===== src/rtl/lsu_pkg.sv =====
// Shared definitions for the data-memory load/store unit: funct3 codes,
// FSM states, store lane helper and access legality check.
package lsu_pkg;

  localparam logic [2:0] F3_B  = 3'b000;
  localparam logic [2:0] F3_H  = 3'b001;
  localparam logic [2:0] F3_W  = 3'b010;
  localparam logic [2:0] F3_BU = 3'b100;
  localparam logic [2:0] F3_HU = 3'b101;

  typedef enum logic [1:0] {
    IDLE   = 2'd0,
    ACCESS = 2'd1,
    RESP   = 2'd2
  } lsu_state_t;

  typedef struct packed {
    logic [3:0]  mask;
    logic [31:0] data;
  } store_lanes_t;

  // Byte enables and lane-replicated data for a store of the given width.
  function automatic store_lanes_t store_lanes(input logic [2:0]  f3,
                                               input logic [1:0]  off,
                                               input logic [31:0] wdata);
    store_lanes_t s;
    case (f3)
      F3_B: begin
        s.mask = 4'b0001 << off;
        s.data = {4{wdata[7:0]}};
      end
      F3_H: begin
        s.mask = 4'b0011 << off;
        s.data = {2{wdata[15:0]}};
      end
      F3_W: begin
        s.mask = 4'b1111;
        s.data = wdata;
      end
      default: begin
        s.mask = 4'b0000;
        s.data = 32'h0000_0000;
      end
    endcase
    return s;
  endfunction

  // 1 when the funct3 code is legal for the direction and the offset is aligned.
  function automatic logic access_legal(input logic       write,
                                        input logic [2:0] f3,
                                        input logic [1:0] off);
    logic ok;
    case (f3)
      F3_B:    ok = 1'b1;
      F3_H:    ok = (off[0] == 1'b0);
      F3_W:    ok = (off == 2'b00);
      F3_BU:   ok = !write;
      F3_HU:   ok = !write && (off[0] == 1'b0);
      default: ok = 1'b0;
    endcase
    return ok;
  endfunction

endpackage


===== src/rtl/lsu_load_align.sv =====
// Shifts the addressed bytes of a read word down to bit 0 and extends them
// according to the load width/sign code.
module lsu_load_align
  import lsu_pkg::*;
(
  input  logic [31:0] rdata,
  input  logic [1:0]  off,
  input  logic [2:0]  funct3,
  output logic [31:0] result
);

  logic [31:0] shifted_s;

  // Lane select followed by sign or zero extension.
  always_comb begin
    shifted_s = rdata >> {off, 3'b000};
    result    = 32'h0000_0000;
    case (funct3)
      F3_B:    result = {{24{shifted_s[7]}}, shifted_s[7:0]};
      F3_H:    result = {{16{shifted_s[15]}}, shifted_s[15:0]};
      F3_W:    result = rdata;
      F3_BU:   result = {24'h00_0000, shifted_s[7:0]};
      F3_HU:   result = {16'h0000, shifted_s[15:0]};
      default: result = 32'h0000_0000;
    endcase
  end

endmodule


===== src/rtl/dmem_lsu.sv =====
// Load/store initiator: accepts one RV32I access per handshake, drives a
// word-aligned data-memory access held for ACCESS_CYCLES, and returns
// aligned/extended load data or an error over a valid/ready response.
module dmem_lsu
  import lsu_pkg::*;
#(
  parameter int unsigned ACCESS_CYCLES = 1
) (
  input  logic        clk,
  input  logic        rst,
  input  logic        req_valid,
  output logic        req_ready,
  input  logic        req_write,
  input  logic [2:0]  req_funct3,
  input  logic [31:0] req_addr,
  input  logic [31:0] req_wdata,
  output logic        resp_valid,
  input  logic        resp_ready,
  output logic [31:0] resp_rdata,
  output logic        resp_err,
  output logic [31:0] dmem_addr,
  output logic        dmem_write,
  output logic [3:0]  dmem_wmask,
  output logic [31:0] dmem_wdata,
  input  logic [31:0] dmem_rdata
);

  localparam int unsigned   CW       = (ACCESS_CYCLES > 1) ? $clog2(ACCESS_CYCLES) : 1;
  localparam logic [CW-1:0] CNT_LOAD = CW'(ACCESS_CYCLES - 1);

  lsu_state_t   state_r, state_s;
  logic [CW-1:0] cnt_r;
  logic         write_r;
  logic [2:0]   f3_r;
  logic [1:0]   off_r;
  logic         ready_r, valid_r, err_r;
  logic [31:0]  rdata_r, addr_r, wdata_r;
  logic [3:0]   wmask_r;

  logic         accept_s, legal_s, last_s, resp_done_s;
  logic [31:0]  load_s;
  store_lanes_t lanes_s;

  assign accept_s    = req_valid && ready_r;
  assign resp_done_s = valid_r && resp_ready;
  assign last_s      = (cnt_r == {CW{1'b0}});
  assign legal_s     = access_legal(req_write, req_funct3, req_addr[1:0]);
  assign lanes_s     = store_lanes(req_funct3, req_addr[1:0], req_wdata);

  lsu_load_align u_align (
    .rdata  (dmem_rdata),
    .off    (off_r),
    .funct3 (f3_r),
    .result (load_s)
  );

  assign req_ready  = ready_r;
  assign resp_valid = valid_r;
  assign resp_rdata = rdata_r;
  assign resp_err   = err_r;
  assign dmem_addr  = addr_r;
  assign dmem_wmask = wmask_r;
  assign dmem_wdata = wdata_r;
  // Single commit cycle; gated by reset so an aborted access never writes.
  assign dmem_write = rst && write_r && (state_r == ACCESS) && last_s;

  // Next-state decode.
  always_comb begin
    state_s = state_r;
    case (state_r)
      IDLE: begin
        if (accept_s) begin
          if (legal_s) begin
            state_s = ACCESS;
          end else begin
            state_s = RESP;
          end
        end else begin
          state_s = IDLE;
        end
      end
      ACCESS: begin
        if (last_s) begin
          state_s = RESP;
        end else begin
          state_s = ACCESS;
        end
      end
      RESP: begin
        if (resp_done_s) begin
          state_s = IDLE;
        end else begin
          state_s = RESP;
        end
      end
      default: state_s = IDLE;
    endcase
  end

  // State, handshake flags, request latches, port and response registers.
  always_ff @(posedge clk) begin
    if (!rst) begin
      state_r <= IDLE;
      cnt_r   <= {CW{1'b0}};
      ready_r <= 1'b0;
      valid_r <= 1'b0;
      err_r   <= 1'b0;
      rdata_r <= 32'h0000_0000;
      write_r <= 1'b0;
      f3_r    <= 3'b000;
      off_r   <= 2'b00;
      addr_r  <= 32'h0000_0000;
      wmask_r <= 4'b0000;
      wdata_r <= 32'h0000_0000;
    end else begin
      state_r <= state_s;
      ready_r <= (state_s == IDLE);
      // Valid rises one cycle into RESP and drops on the handshake edge.
      valid_r <= (state_r == RESP) && !resp_done_s;
      if (accept_s) begin
        write_r <= req_write;
        f3_r    <= req_funct3;
        off_r   <= req_addr[1:0];
        rdata_r <= 32'h0000_0000;
        if (legal_s) begin
          cnt_r   <= CNT_LOAD;
          err_r   <= 1'b0;
          addr_r  <= {req_addr[31:2], 2'b00};
          wmask_r <= req_write ? lanes_s.mask : 4'b0000;
          wdata_r <= req_write ? lanes_s.data : wdata_r;
        end else begin
          err_r   <= 1'b1;
        end
      end else if (state_r == ACCESS) begin
        if (last_s) begin
          rdata_r <= write_r ? 32'h0000_0000 : load_s;
        end else begin
          cnt_r <= cnt_r - CW'(1);
        end
      end
    end
  end

endmodule


===== config.mk =====
export PLATFORM = sky130hd
export DESIGN_NAME = dmem_lsu
export DESIGN_NICKNAME = d
export VERILOG_FILES = /design/src/rtl/lsu_pkg.sv /design/src/rtl/lsu_load_align.sv /design/src/rtl/dmem_lsu.sv
export SDC_FILE = /design/constraint.sdc
export NUM_CORES = 1
export LEC_CHECK = 0
export BUFFER_PORTS_ARGS = -buffer_cell sky130_fd_sc_hd__buf_2
export CELL_PAD_IN_SITES_DETAIL_PLACEMENT = 1
export CELL_PAD_IN_SITES_GLOBAL_PLACEMENT = 1
export CORE_UTILIZATION = 38
export CTS_CLUSTER_DIAMETER = 150
export CTS_CLUSTER_SIZE = 40
export DETAILED_ROUTE_END_ITERATION = 10
export GPL_TIMING_DRIVEN = 0
export HOLD_SLACK_MARGIN = 0.05
export MAX_ROUTING_LAYER = met4
export PLACE_DENSITY_LB_ADDON = 0.1
export SYNTH_ARGS = -nofsm -noshare
export SYNTH_HDL_FRONTEND = slang
export SYNTH_SLANG_ARGS = --single-unit

===== constraint.sdc =====
create_clock -name clk -period 2.7 [get_ports clk]
set_input_delay 0.135 -clock clk [delete_from_list [all_inputs] [get_ports clk]]
set_output_delay 0.135 -clock clk [all_outputs]
set_load 0.02 [all_outputs]

==> key figures, run 1 <==
Power
  – Switching share of power: 26.0%
  – Lkg Pwr: 2.98 nW
  – Psw: 0.951 mW
  – Pint: 2.70 mW
  – Pwr dens: 519 nW/µm²
  – Comb pwr share: 14.5%
  – Clock power frac: 40.1%
  – VDD IR max: 0.000313 V
  – Power share of the sequential group: 45.4%

Floorplanning
  – I/O pin cnt: 208
  – Die H: 118 µm
  – Die Span X: 118 µm
  – Die ar.: 14000 µm²
  – Core Area: 13200 µm²
  – Initial core utilization: 39.0%
  – Standard-cell rows: 42

Global routing
  – Global Route Usage Sum: 28.3%
  – Initial antenna violation count: 0
  – First-pass GRT wire length: 30.5 mm
  – Grt total ovfl: 0
  – Vias in the first global route: 6029
  – Largest net degree at the start of global routing: 18

Timing
  – Fmax: 461 MHz
  – Final setup fails: 0
  – RSZ-0062 raised after global routing: false
  – Min Hold Slack: 0.0601 ns
  – Slew @ Worst Pin: 0.606 ns
  – Clock skew: 0.00619 ns
  – Tcrit/Tclk final: 80.4%
  – Total negative slack: 0 ns
  – Fin. Hold Viols: 0
  – Max-slew headroom: 59.4%
  – Fin. max-slew vios: 0
  – Final min period: 2.17 ns

Yosys
  – Most used DFF post-synth: dfxtp_1
  – Cell variety after synth: 49
  – Register area share after synthesis: 42.5%
  – Synth Warn #: 0
  – Syn Area/Cell: 8.69 µm²
  – Cell Area, Synth: 5140 µm²
  – Post-synth EDFFs: 0
  – Seq cells post-synth: 109
  – Most area-hungry cell type in the Yosys netlist: dfxtp_1
  – Ranking of synthesized cells by area: dfxtp_1, nand2_1, a21boi_0
  – Post-Synthesis Cells: 591
  – Synth top area share: 42.5%
  – Async S/R FF share, synth: 0%

Route
  – Vias/cell: 5.49
  – Vias: 5610
  – DR iter-0 viols: 370
  – Wirelength per Cell: 18.6 µm
  – Antenna-violating nets left: 0
  – Final WL: 19.0 mm
  – Router iterations before antenna repair: 5
  – Drt drc: 0

Clocking
  – Number of H-tree levels: 3
  – CTS Buffer Depth: 2
  – Clock latency on the worst-skew pair: 0.36 ns
  – CTS clk-pin slew, worst paths: 0.08 ns
  – CTS Buf Count: 9
  – Clk root buf: clkbuf_16
  – Clock sink count: 109
  – Post-CTS Setup Bufs: 0
  – Post-cts sizing count: 0
  – CTS tree: built
  – Hold Buf Count CTS: 33

Critical path
  – Worst path slowest cell: clkbuf_1
  – Crit path max-delay family: compound AO/OA/AOI/OAI gates
  – Crit path buf inv count: 2
  – Critical path's largest stage delay: 0.51 ns
  – WS Path Type: flip-flop to flip-flop
  – Setup crit end kind: flip-flop
  – Worst r2r src: state_r[1]
  – Crit. Startpoint: state_r[1]
  – Critical-path cell list: nand2b_1 > buf_2 > a211oi_2 > clkbuf_1 > a21oi_1 > a311oi_1
  – Setup crit start kind: flip-flop
  – CP max FO: 10
  – Worst Path Arrival: 2.43 ns
  – Crit path required time: 2.96 ns

Placed design
  – Dpl cells: 971
  – PortBufs: 203
  – Dpl hpwl: 13.7 mm
  – RD Place Congestion: 0.833

Cells and area
  – Area Growth Syn to Fin: 36.9%
  – Final Core Density: 53.3%
  – Non-Filler Instances: 1021
  – Net count, final: 943
  – Share of layout cells above drive strength 1: 30.3%

Run status
  – Status: finished clean

Worst hold path
  – Hold Startpoint: req_addr[5]
  – Worst min path class: primary input to flip-flop

Job
  – Number of max-cap violations: 0
logic make-up after synthesis:
family / Yosys count / synth area share [%]
other: 1 / 0.0730
flip-flops: 109 / 42.5
AND/OR/NAND/NOR: 212 / 19.9
buffers and inverters: 57 / 5.11
AO/OA/AOI/OAI: 180 / 24.2
multiplexers: 32 / 8.18
cells in the final DEF (no fill, tap or decap), types with 3 or more instances in the layout:
cell type      synthesis  final
a21boi_0              49     49
a21boi_1               5      5
a21oi_1               25     25
a221o_1               17     17
a222oi_1               7      7
a22oi_1                8      8
a311oi_1               7      7
and2_1                 3      3
buf_1                  4      4
buf_2                 17    220
buf_4                  5      5
clkbuf_1              28     28
clkbuf_16              0      9
dfxtp_1              109    109
dlygate4sd3_1          0     33
mux2i_1               24     24
mux4_2                 8      8
nand2_1              115    115
nand2b_1               3      3
nand3_1               26     26
nand3b_1              16     16
nor2_1                 7      7
nor2b_1               13     13
nor3_1                 7      7
nor3b_1                4      4
o21ai_0               48     48
or3_1                  8      8
power by group through the flow:
| stage | clock network [mW] | registers [mW] | logic, mW |
|---|---|---|---|
| 5_1_grt | 1.55 | 1.66 | 0.574 |
| 3_3_place_gp | 0 | 1.69 | 0.469 |
| 3_5_place_dp | 0 | 1.69 | 0.484 |
| 4_1_cts | 1.49 | 1.66 | 0.524 |
| 6_report | 1.47 | 1.66 | 0.529 |
| 2_1_floorplan | 0 | 1.72 | 0.244 |
worst reg2reg max path: stages (launching register included):
cell and delay (ns):
dfxtp_1 0.36, nand2b_1 0.15, buf_2 0.19, a211oi_2 0.50, clkbuf_1 0.51, a21oi_1 0.08
a311oi_1 0.28
final cells by class:
class                   instances  area [µm²]
repair buffers                236        1350
diodes                          1        2.50
clock buffers                  10         239
fillers                      1632        6150
clock inverters                 6        86.3
inverters                       1        3.75
flip-flops and latches        109        2180
multi-input cells             426        2700
well taps                     176         220
plain buffers                  56         259
registers in the layout (all words and copies together), names as in the netlist, 2 cells and up:
register / flops
dmem_wmask: 4
resp_rdata: 32
state_r: 2
f3_r: 3
dmem_wdata: 32
dmem_addr: 30
off_r: 2
cells in the mapped netlist (2+ instances only):
| cell type | number |
|---|---|
| o31ai_1 | 2 |
| nand2_1 | 115 |
| a311oi_1 | 7 |
| buf_4 | 5 |
| buf_2 | 17 |
| o21ai_0 | 48 |
| nor4b_1 | 2 |
| nor4bb_1 | 2 |
| buf_1 | 4 |
| a21boi_1 | 5 |
| or3_1 | 8 |
| nand2b_1 | 3 |
| a21boi_0 | 49 |
| a22oi_1 | 8 |
| nor3_1 | 7 |
| clkbuf_1 | 28 |
| nand3_1 | 26 |
| a21oi_1 | 25 |
| a222oi_1 | 7 |
| nand3b_1 | 16 |
| a221o_1 | 17 |
| and2_1 | 3 |
| nor2b_1 | 13 |
| mux2i_1 | 24 |
| o21ai_1 | 2 |
| dfxtp_1 | 109 |
| mux4_2 | 8 |
| nor2_1 | 7 |
| nor3b_1 | 4 |
worst paths after layout:
check	end	slack, ns	depth (start not counted)
hold reg to reg	dmem_wdata[22]	0.46	2
setup / recovery	resp_rdata[14]	0.53	6
setup reg to reg	resp_rdata[14]	0.53	6
hold / removal	dmem_addr[5]	0.06	3
routing by layer:
layer	vias to the layer above	global-route usage [%]	share of wire, %
li1	2627	-	-
met1	2771	33.1	43
met2	176	48.3	50
met3	36	4.54	4.8
met4	0	11.3	2.4
met5	-	-	0
stage by stage:
stage | total power [mW] | worst slack, ns | instance area, µm²
floorplan | 1.97 | 0.902 | 5140
detailed placement | 2.18 | 0.592 | 6380
CTS | 3.67 | 0.545 | 7030
finish | 3.65 | 0.530 | 7040
global placement | 2.16 | 0.662 | 6380
global route | 3.79 | 0.349 | 7030
(Power assumes the default switching activity.)
==> run 2, diff against run 1 <==
--- a/config.mk
+++ b/config.mk
@@ -5,10 +5,11 @@
 export SDC_FILE = /design/constraint.sdc
 export NUM_CORES = 1
 export LEC_CHECK = 0
+export ABC_AREA = 1
 export BUFFER_PORTS_ARGS = -buffer_cell sky130_fd_sc_hd__buf_2
 export CELL_PAD_IN_SITES_DETAIL_PLACEMENT = 1
 export CELL_PAD_IN_SITES_GLOBAL_PLACEMENT = 1
-export CORE_UTILIZATION = 38
+export CORE_UTILIZATION = 30
 export CTS_CLUSTER_DIAMETER = 150
 export CTS_CLUSTER_SIZE = 40
 export DETAILED_ROUTE_END_ITERATION = 10
==> constraint.sdc (replaced) <==
create_clock -name clk -period 1.8 [get_ports clk]
set_input_delay 0.09 -clock clk [delete_from_list [all_inputs] [get_ports clk]]
set_output_delay 0.09 -clock clk [all_outputs]
set_load 0.02 [all_outputs]
==> run 2 against run 1 <==
Effect of this change: global-route usage shrank 5.5 points; setup slack lost 0.39 ns; sequential power grew 51%; clock skew grew 0.0039 ns; worst hold slack gained 0.0090 ns; sequential share of layout area shrank 0.97 points; die area grew 28%; combinational power grew 110%; synthesized cell count grew 32%; critical path depth grew 4; flip-flop and latch count is the same; clock power grew 53%; critical path type is now primary input to flip-flop; highest routed layer unchanged.
==> key figures, run 2 <==
Critical path
  – CP max FO: 10 (unchanged)
  – WS Path Type: primary input to flip-flop
  – Setup crit end kind: flip-flop
  – Worst r2r src: off_r[0]
  – Worst Path Arrival: 1.94 ns (-0.49 ns)
  – R2R Setup Slk: 0.19 ns (-0.34 ns)
  – Crit path required time: 2.07 ns (-0.89 ns)
  – RR Endpoint: resp_rdata[12]
  – Worst r2r path cells: 9 (+3)
  – Setup crit start kind: primary input

Cells and area
  – Area Growth Syn to Fin: 39.4%
  – Non-Filler Instances: 1266 (+24%)
  – Share of layout cells above drive strength 1: 26.3% (-4.0 points)
  – Final instance area: 7260 µm² (+3.2%)
  – Fill count: 2271 (+39%)
  – Net count, final: 1143 (+21%)
  – Most common cell after layout, fill and taps aside: nand2_1
  – Most frequent cells in the layout: nand2_1, buf_2, dfxtp_1

Timing
  – Fin. max-slew vios: 0 (unchanged)
  – Fmax: 601 MHz
  – Slew @ Worst Pin: 0.609 ns (+0.00326 ns)
  – Max-slew headroom: 59.4% (-0.068 points)
  – Fin. Hold Viols: 0 (unchanged)
  – Clock skew: 0.0101 ns (+0.00390 ns)
  – Tcrit/Tclk final: 92.4%
  – RSZ-0062 raised after global routing: false
  – Final setup fails: 0 (unchanged)
  – Final min period: 1.66 ns
  – Total negative slack: 0 ns (unchanged)

Clocking
  – CTS Buffer Depth: 2 (unchanged)
  – Post-CTS Setup Bufs: 0 (unchanged)
  – CTS clk-pin slew, worst paths: 0.08 ns (about the same)
  – Number of H-tree levels: 3 (unchanged)
  – Clock sink count: 109 (unchanged)
  – Clock latency on the worst-skew pair: 0.35 ns (about the same)
  – CTS tree: built
  – CTS Buf Count: 9 (unchanged)
  – Clk root buf: clkbuf_16

Floorplanning
  – Core Area: 16800 µm² (+27%)
  – I/O pin cnt: 208 (unchanged)
  – Die ar.: 17900 µm² (+28%)
  – Die Span X: 134 µm (+13%)
  – Standard-cell rows: 47 (+12%)
  – Initial core utilization: 31.1% (-7.9 points)
  – Die H: 134 µm (+13%)

Worst hold path
  – Hold Startpoint: req_funct3[1]
  – Hold depth: 3 (unchanged)
  – Worst min path class: primary input to flip-flop
  – Hold EP: f3_r[1]

Global routing
  – Grt total ovfl: 0 (unchanged)
  – Initial antenna violation count: 2 (+2)
  – Global Route Usage Sum: 22.8% (-5.5 points)
  – First-pass GRT wire length: 30.9 mm (+1.4%)
  – Vias in the first global route: 5897 (-2.2%)
  – Largest net degree at the start of global routing: 18 (unchanged)

Run status
  – Status: finished clean

Yosys
  – Most area-hungry cell type in the Yosys netlist: dfxtp_1
  – Post-synth top cells: nand2_1, dfxtp_1, a21oi_1
  – Synth Warn #: 0 (unchanged)
  – Post-Synthesis Cells: 783 (+32%)
  – Ranking of synthesized cells by area: dfxtp_1, nand2_1, a21oi_1
  – Most frequent cell after synthesis: nand2_1
  – Cell variety after synth: 28 (-43%)
  – Synth top area share: 41.9% (-0.57 points)
  – Seq cells post-synth: 109 (unchanged)
  – Syn Area/Cell: 6.65 µm² (-23%)
  – Post-synth EDFFs: 0 (unchanged)
  – Async S/R FF share, synth: 0% (unchanged)
  – Register area share after synthesis: 41.9% (-0.57 points)
  – Most used DFF post-synth: dfxtp_1
  – Cell Area, Synth: 5210 µm² (+1.4%)

Route
  – Antenna-violating nets left: 0 (unchanged)
  – Vias: 6010 (+7.1%)
  – Final WL: 20.0 mm (+5.3%)
  – Wirelength per Cell: 15.8 µm (-15%)
  – Router iterations before antenna repair: 4 (-1)
  – Vias/cell: 4.75 (-14%)
  – Drt drc: 0 (unchanged)
  – DR iter-0 viols: 206 (-44%)

Placed design
  – RD Place Congestion: 0.845 (+1.4%)
  – PortBufs: 204 (+0.49%)
  – Area post-placement: 6510 µm² (+2.0%)
  – Dpl cells: 1208 (+24%)
  – Dpl hpwl: 14.8 mm (+8.2%)

Power
  – VDD IR max: 0.000438 V (+40%)
  – Power, Total: 5.88 mW (+61%)
  – Lkg Pwr: 3.39 nW (+14%)
  – Pwr dens: 810 nW/µm² (+56%)

Job
  – Number of max-cap violations: 0 (unchanged)
[run 2: cell types whose count changed in the layout (fill, tap and decap cells not counted), moves of 33 or more]
cell	previous run	this run
a21boi_0	49	0
a21oi_1	25	84
nand2_1	115	297
nand3_1	26	78
inv_1	1	35
nor2_1	7	40
[run 2: worst max-delay path: stages]
cell and delay (ns):
dlygate4sd3_1 0.56, buf_2 0.14, nor2_1 0.20, nand2_1 0.15
nand2_4 0.14, nand3_4 0.14, inv_4 0.14, buf_6 0.16
nand2_1 0.07, a21oi_1 0.16
[run 2: kinds of logic (layout without fill, tap and decap cells)]
kind of cell,after synthesis,after routing,share of synthesized area [%]
simple gates,429,429,33.7
compound gates,148,148,15.3
flops,109,109,41.9
buf+inv,96,356,8.98
other cells,1,4,0.0720
[run 2: metal layers]
layer  wire length, µm  global-route usage [%]  vias up
met2              9810                    37.6      149
met4               271                    7.77        0
li1                  -                       -     3034
met1              8990                    28.1     2809
met5                 0                       -        -
met3               902                    3.61       18
[run 2: power breakdown]
part | total, mW | switching [mW] | internal [mW]
Clock | 2.25 | 0.953 | 1.30
Combinational | 1.12 | 0.701 | 0.421
Sequential | 2.51 | 0.0370 | 2.47
[run 2: area by class of cell]
type / count / area (µm²) / share of cell area [%]
clock inverters: 5 / 81.3 / 1.12
multi-input cells: 579 / 2580 / 35.5
repair buffers: 244 / 1420 / 19.6
inverters: 43 / 166 / 2.29
plain buffers: 53 / 303 / 4.17
flip-flops and latches: 109 / 2180 / 30.0
well taps: 220 / 275 / 3.79
clock buffers: 11 / 253 / 3.48
diodes: 2 / 5.00 / 0.0689
[run 2: through the flow]
stage	worst slack (ns)	utilization, %	hold slack [ns]
2_1_floorplan	0.380	-	0.229
3_3_place_gp	0.139	38.8	0.365
3_5_place_dp	0.0875	38.8	0.372
4_1_cts	0.0634	43.2	0.0551
5_1_grt	0.0122	43.3	0.0959
6_report	0.137	43.3	0.0691
[run 2: worst max-delay path by stage]
stage / startpoint / endpoint / slack [ns] / depth (start not counted)
2_1_floorplan: req_ready / dmem_addr[15] / 0.38 / 6
3_3_place_gp: state_r[1] / resp_rdata[28] / 0.14 / 6
3_5_place_dp: req_ready / dmem_wmask[2] / 0.09 / 6
4_1_cts: req_ready / dmem_wmask[2] / 0.06 / 6
5_1_grt: off_r[1] / resp_rdata[22] / 0.01 / 10
6_report: req_addr[1] / dmem_wdata[7] / 0.14 / 10
[run 2: repair_timing]
| item | 4_1_cts | 5_1_grt |
|---|---|---|
| resized for setup | 2 | 5 |
| endpoints found under the hold margin | 40 | 0 |
| setup endpoints to repair | 1 | 28 |
| hold buffers | 40 | 0 |
